$ cat src/rtl/shift_register_univ.sv
// -----------------------------------------------------------------------------
// shift_register_univ
//
// WIDTH-bit universal shift register with hold, shift right, shift left and
// parallel load. Every shift in either direction advances a word counter. The
// counter raises word_done for one clock period after each WIDTH-th shift,
// which lets the block act as a serializer or a deserializer.
//
// All state changes on the FALLING edge of clk. clear and preset are
// synchronous. clear takes priority over preset, and both take priority over
// mode.
//
// Ports
//   clk        in   1      clock; state updates on the falling edge
//   clear      in   1      synchronous clear, active-high (highest priority)
//   preset     in   1      synchronous set-all-ones, active-high
//   mode       in   2      00 hold, 01 shift right, 10 shift left, 11 load
//   ser_in_r   in   1      serial bit entering at the MSB on shift right
//   ser_in_l   in   1      serial bit entering at the LSB on shift left
//   D          in   WIDTH  parallel load data
//   Q          out  WIDTH  register contents
//   QNot       out  WIDTH  bitwise complement of Q
//   ser_out_r  out  1      Q[0], the bit that leaves on shift right
//   ser_out_l  out  1      Q[WIDTH-1], the bit that leaves on shift left
//   shift_cnt  out  CNT_W  shifts since the last clear/preset/load, 0..WIDTH-1
//   word_done  out  1      one-period pulse after the WIDTH-th shift
// -----------------------------------------------------------------------------
module shift_register_univ #(
    parameter  int WIDTH = 4,
    localparam int CNT_W = $clog2(WIDTH + 1)
) (
    input  logic             clk,
    input  logic             clear,
    input  logic             preset,
    input  logic [1:0]       mode,
    input  logic             ser_in_r,
    input  logic             ser_in_l,
    input  logic [WIDTH-1:0] D,
    output logic [WIDTH-1:0] Q,
    output logic [WIDTH-1:0] QNot,
    output logic             ser_out_r,
    output logic             ser_out_l,
    output logic [CNT_W-1:0] shift_cnt,
    output logic             word_done
);

    typedef enum logic [1:0] {
        MODE_HOLD  = 2'b00,
        MODE_SHR   = 2'b01,
        MODE_SHL   = 2'b10,
        MODE_LOAD  = 2'b11
    } mode_e;

    localparam logic [CNT_W-1:0] CNT_LAST = CNT_W'(WIDTH - 1);
    localparam logic [CNT_W-1:0] CNT_ZERO = {CNT_W{1'b0}};
    localparam logic [CNT_W-1:0] CNT_ONE  = CNT_W'(1);

    // Advance the word counter by one shift. Bit 0 of the result is the
    // completion flag. The upper bits hold the new count, which wraps to zero
    // on the shift that finishes a word.
    function automatic logic [CNT_W:0] count_step(input logic [CNT_W-1:0] cnt);
        logic [CNT_W:0] res;
        if (cnt == CNT_LAST) begin
            res = {CNT_ZERO, 1'b1};
        end else begin
            res = {cnt + CNT_ONE, 1'b0};
        end
        return res;
    endfunction

    mode_e            mode_s;
    logic [WIDTH-1:0] q_r;
    logic [CNT_W-1:0] cnt_r;
    logic             done_r;

    logic [WIDTH-1:0] q_nxt_s;
    logic [CNT_W-1:0] cnt_nxt_s;
    logic             done_nxt_s;
    logic [CNT_W:0]   step_s;

    assign mode_s = mode_e'(mode);
    assign step_s = count_step(cnt_r);

    // Next-state selection. Priority is clear, then preset, then mode.
    // Any edge that is not a completing shift drives word_done low.
    always_comb begin
        q_nxt_s    = q_r;
        cnt_nxt_s  = cnt_r;
        done_nxt_s = 1'b0;
        if (clear) begin
            q_nxt_s    = {WIDTH{1'b0}};
            cnt_nxt_s  = CNT_ZERO;
            done_nxt_s = 1'b0;
        end else if (preset) begin
            q_nxt_s    = {WIDTH{1'b1}};
            cnt_nxt_s  = CNT_ZERO;
            done_nxt_s = 1'b0;
        end else begin
            case (mode_s)
                MODE_HOLD: begin
                    q_nxt_s    = q_r;
                    cnt_nxt_s  = cnt_r;
                    done_nxt_s = 1'b0;
                end
                MODE_SHR: begin
                    q_nxt_s    = {ser_in_r, q_r[WIDTH-1:1]};
                    cnt_nxt_s  = step_s[CNT_W:1];
                    done_nxt_s = step_s[0];
                end
                MODE_SHL: begin
                    q_nxt_s    = {q_r[WIDTH-2:0], ser_in_l};
                    cnt_nxt_s  = step_s[CNT_W:1];
                    done_nxt_s = step_s[0];
                end
                MODE_LOAD: begin
                    q_nxt_s    = D;
                    cnt_nxt_s  = CNT_ZERO;
                    done_nxt_s = 1'b0;
                end
                default: begin
                    q_nxt_s    = q_r;
                    cnt_nxt_s  = cnt_r;
                    done_nxt_s = 1'b0;
                end
            endcase
        end
    end

    // State register, updated on the falling edge of clk.
    always_ff @(negedge clk) begin
        q_r    <= q_nxt_s;
        cnt_r  <= cnt_nxt_s;
        done_r <= done_nxt_s;
    end

    assign Q         = q_r;
    assign QNot      = ~q_r;
    assign ser_out_r = q_r[0];
    assign ser_out_l = q_r[WIDTH-1];
    assign shift_cnt = cnt_r;
    assign word_done = done_r;

endmodule

$ cat config.mk
export PLATFORM = sky130hd
export DESIGN_NAME = shift_register_univ
export DESIGN_NICKNAME = d
export VERILOG_FILES = /design/src/rtl/shift_register_univ.sv
export SDC_FILE = /design/constraint.sdc
export NUM_CORES = 1
export LEC_CHECK = 0
export ABC_CLOCK_PERIOD_IN_PS = 2900
export BUFFER_PORTS_ARGS = -buffer_cell sky130_fd_sc_hd__buf_4
export CORE_AREA = 2 2 39 41
export DETAILED_ROUTE_END_ITERATION = 8
export DIE_AREA = 0 0 41 43
export SETUP_SLACK_MARGIN = 0.02
export SYNTH_ARGS = -nofsm -noshare
export SYNTH_HDL_FRONTEND = slang
export SYNTH_SLANG_ARGS = --single-unit
$ cat constraint.sdc
create_clock -name clk -period 2.9 [get_ports clk]
set_input_delay 0.435 -clock clk [delete_from_list [all_inputs] [get_ports clk]]
set_output_delay 0.435 -clock clk [all_outputs]
set_load 0.05 [all_outputs]
==> results.ini <==
[run_status]
outcome = finished clean

[sta]
setup_violations = 0
finalHoldViolations = 0
slew_violations = 0
rsz0062_at_grt = no
finalWorstSetupSlack_ns = 0.0937
max-slew-margin-rel = 0.833
setup_tns_ns = 0
fin_skew_ns = 0.0117
tightest_slew_ns = 0.251

[yosys]
ys_warn_count = 0
yosys-top-cells-count = dfxtp_1, inv_1, nor2_1, nand2_1
synth_area_leaders = dfxtp_1, ha_1, a221oi_1
ys.flop_type = dfxtp_1
async_flop_share = 0
synth.most_common_cell = dfxtp_1
synth_top_area_frac = 0.363
synth_mux_area_frac = 0
syn_nets = 66
syn_avg_cell_area_um2 = 8.66
synth_xor_xnor_area_share = 0
ys_ff_latch = 8
synth_area_um2 = 442
yosys.area_share.simple = 0.227
synthAdderAreaFrac = 0.113
synth_edf_count = 0
synthDistinctLibCells = 16
synth_top_family_by_area = simple AND/OR/NAND/NOR gates
synth_compound_area_frac = 0.204
synthCells = 51
yosysSeqAreaShare = 0.363
synth_top_cell_by_area = dfxtp_1

[worst_setup_path]
crit_chain = buf_4
path_delay_family = flip-flops
cp_num_buf_inv = 1
worstPathArrival_ns = 2.37
cp_slowest_stage_delay_ns = 0.38
crit_slowest_cell = dfxtp_1
critPathKind = flop to output port
start_kind = flop
worstPathRequired_ns = 2.47
endpoint_kind = output port
cp_max_fo = 3

[clock_tree]
cts_root_buffer = clkbuf_4
clk_latency_ns = 0.32
clk_pin_slew_ns = 0.04
cts_hold_buf = 0
clockBufferDepth = 2
clock_sinks = 8
cts-buffers-inserted = 3
cts_tree = built
cts_max_level = 1

[detailed_routing]
ant_nets = 0
vias = 482
routed_wl_um = 1070
drcViolationCount = 0
viasPerCell = 4.68
wl_per_cell_um = 10.4
firstDrtPassIters = 4
drtIter0Drc = 4

[floorplanning]
die_w_um = 41
die_h_um = 43
io-pin-count = 25
dieArea_um2 = 1760
start_util = 0.319
num_rows = 14
core_area_um2 = 1380

[finish]
fin_nets = 104
fill_cells = 146
antennaDiodeCount = 0
layout-drive-gt1-share = 0.448
area_growth_pct = 61.5
finalCoreUtilization = 0.515

[placement]
gp_congestion = 0.694
port_buffers = 24
dp_hpwl_um = 850
preCtsSetupSlack_ns = -0.145

[global_routing]
grt_pass1_wl_um = 1760
grt_overflow = 0
antenna_found_initial = 0
grt_use_total = 0.147
grt_start_max_net_pins = 8
grt_pass1_vias = 458

[job]
max-cap-violations = 0

[pwr]
p_leak_nw = 0.390
fin_total_pwr_uw = 362
power_density_nw_per_um2 = 507
peakVddDrop_v = 0.000238

[worst_hold_path]
hold_path_class = flop to flop

-- placed cells by master, fill, tap and decap left out --
cell type and count:
buf_4 28, inv_1 14, nor2_1 7, nand2_1 6, dfxtp_2 4, a221oi_1 4
a211oi_1 4, dfxtp_1 4, ha_1 3, clkbuf_4 3, a21boi_1 2, or2_2 1
nand2b_1 1, nor2b_4 1, or4_1 1, or4b_1 1, and3_2 1, o211a_1 1
ha_2 1
-- logic make-up (layout without fill, tap and decap cells) --
group	count (synthesis)	in the layout
AO/OA/AOI/OAI	11	11
AND/OR/NAND/NOR	19	19
adder cells (fa/ha/maj)	4	4
buffers and inverters	9	45
flip-flops	8	8
-- final timing paths --
kind                              from  slack, ns  depth (start not counted)                        end
min reg2reg          Q[0]$_SDFFE_NP0P_       0.48                          2          Q[1]$_SDFFE_NP0P_
max reg2reg  shift_cnt[0]$_SDFFE_NP0P_       1.54                          4  shift_cnt[1]$_SDFFE_NP0P_
max          shift_cnt[2]$_SDFFE_NP0P_       0.09                          1               shift_cnt[2]
min                  Q[0]$_SDFFE_NP0P_       0.48                          2          Q[1]$_SDFFE_NP0P_
-- per-stage QoR --
step | hold slack, ns | area [um^2] | instances
final | 0.481 | 713 | 103
after global placement | 0.476 | 663 | 93
after floorplan | 0.581 | 448 | 51
after detailed placement | 0.478 | 663 | 93
after CTS | 0.482 | 712 | 103
after global routing | 0.509 | 713 | 103
-- per-layer routing --
layer | track usage | share of wire | up-vias
li1 | - | - | 250
met1 | 0.162 | 0.41 | 208
met2 | 0.206 | 0.47 | 22
met3 | 0.0838 | 0.12 | 2
met4 | 0.0933 | 0.0037 | 0
met5 | 0 | 0 | -
-- repair_timing --
item,CTS,global route
setup endpoints to repair,0,1
resized for setup,0,1
buffers inserted,0,0
-- where the power goes --
part | switching (mW) | internal (mW)
combinational | 0.0698 | 0.0399
sequential | 0.00738 | 0.118
clock | 0.0642 | 0.0622
-- cell type report --
type | count | area (um^2) | area share
inverter | 6 | 22.5 | 0.0316
clock inverter | 8 | 30.0 | 0.0421
timing repair buffer | 28 | 210 | 0.295
sequential | 8 | 165 | 0.232
multi-input combinational | 34 | 243 | 0.340
tap | 16 | 20.0 | 0.0281
clock buffer | 3 | 22.5 | 0.0316
-- registers in the layout, summed over array words and instances, names as in the netlist --
name       cells
Q              4
shift_cnt      3
word_done      1
-- worst reg2reg max path, stage by stage, from the launching register on --
cell and delay, ns:
dfxtp_1 0.33, ha_1 0.22, nor2b_4 0.13, or4b_1 0.47
a21boi_1 0.13
Note: power is estimated with default switching activity, not from simulation.
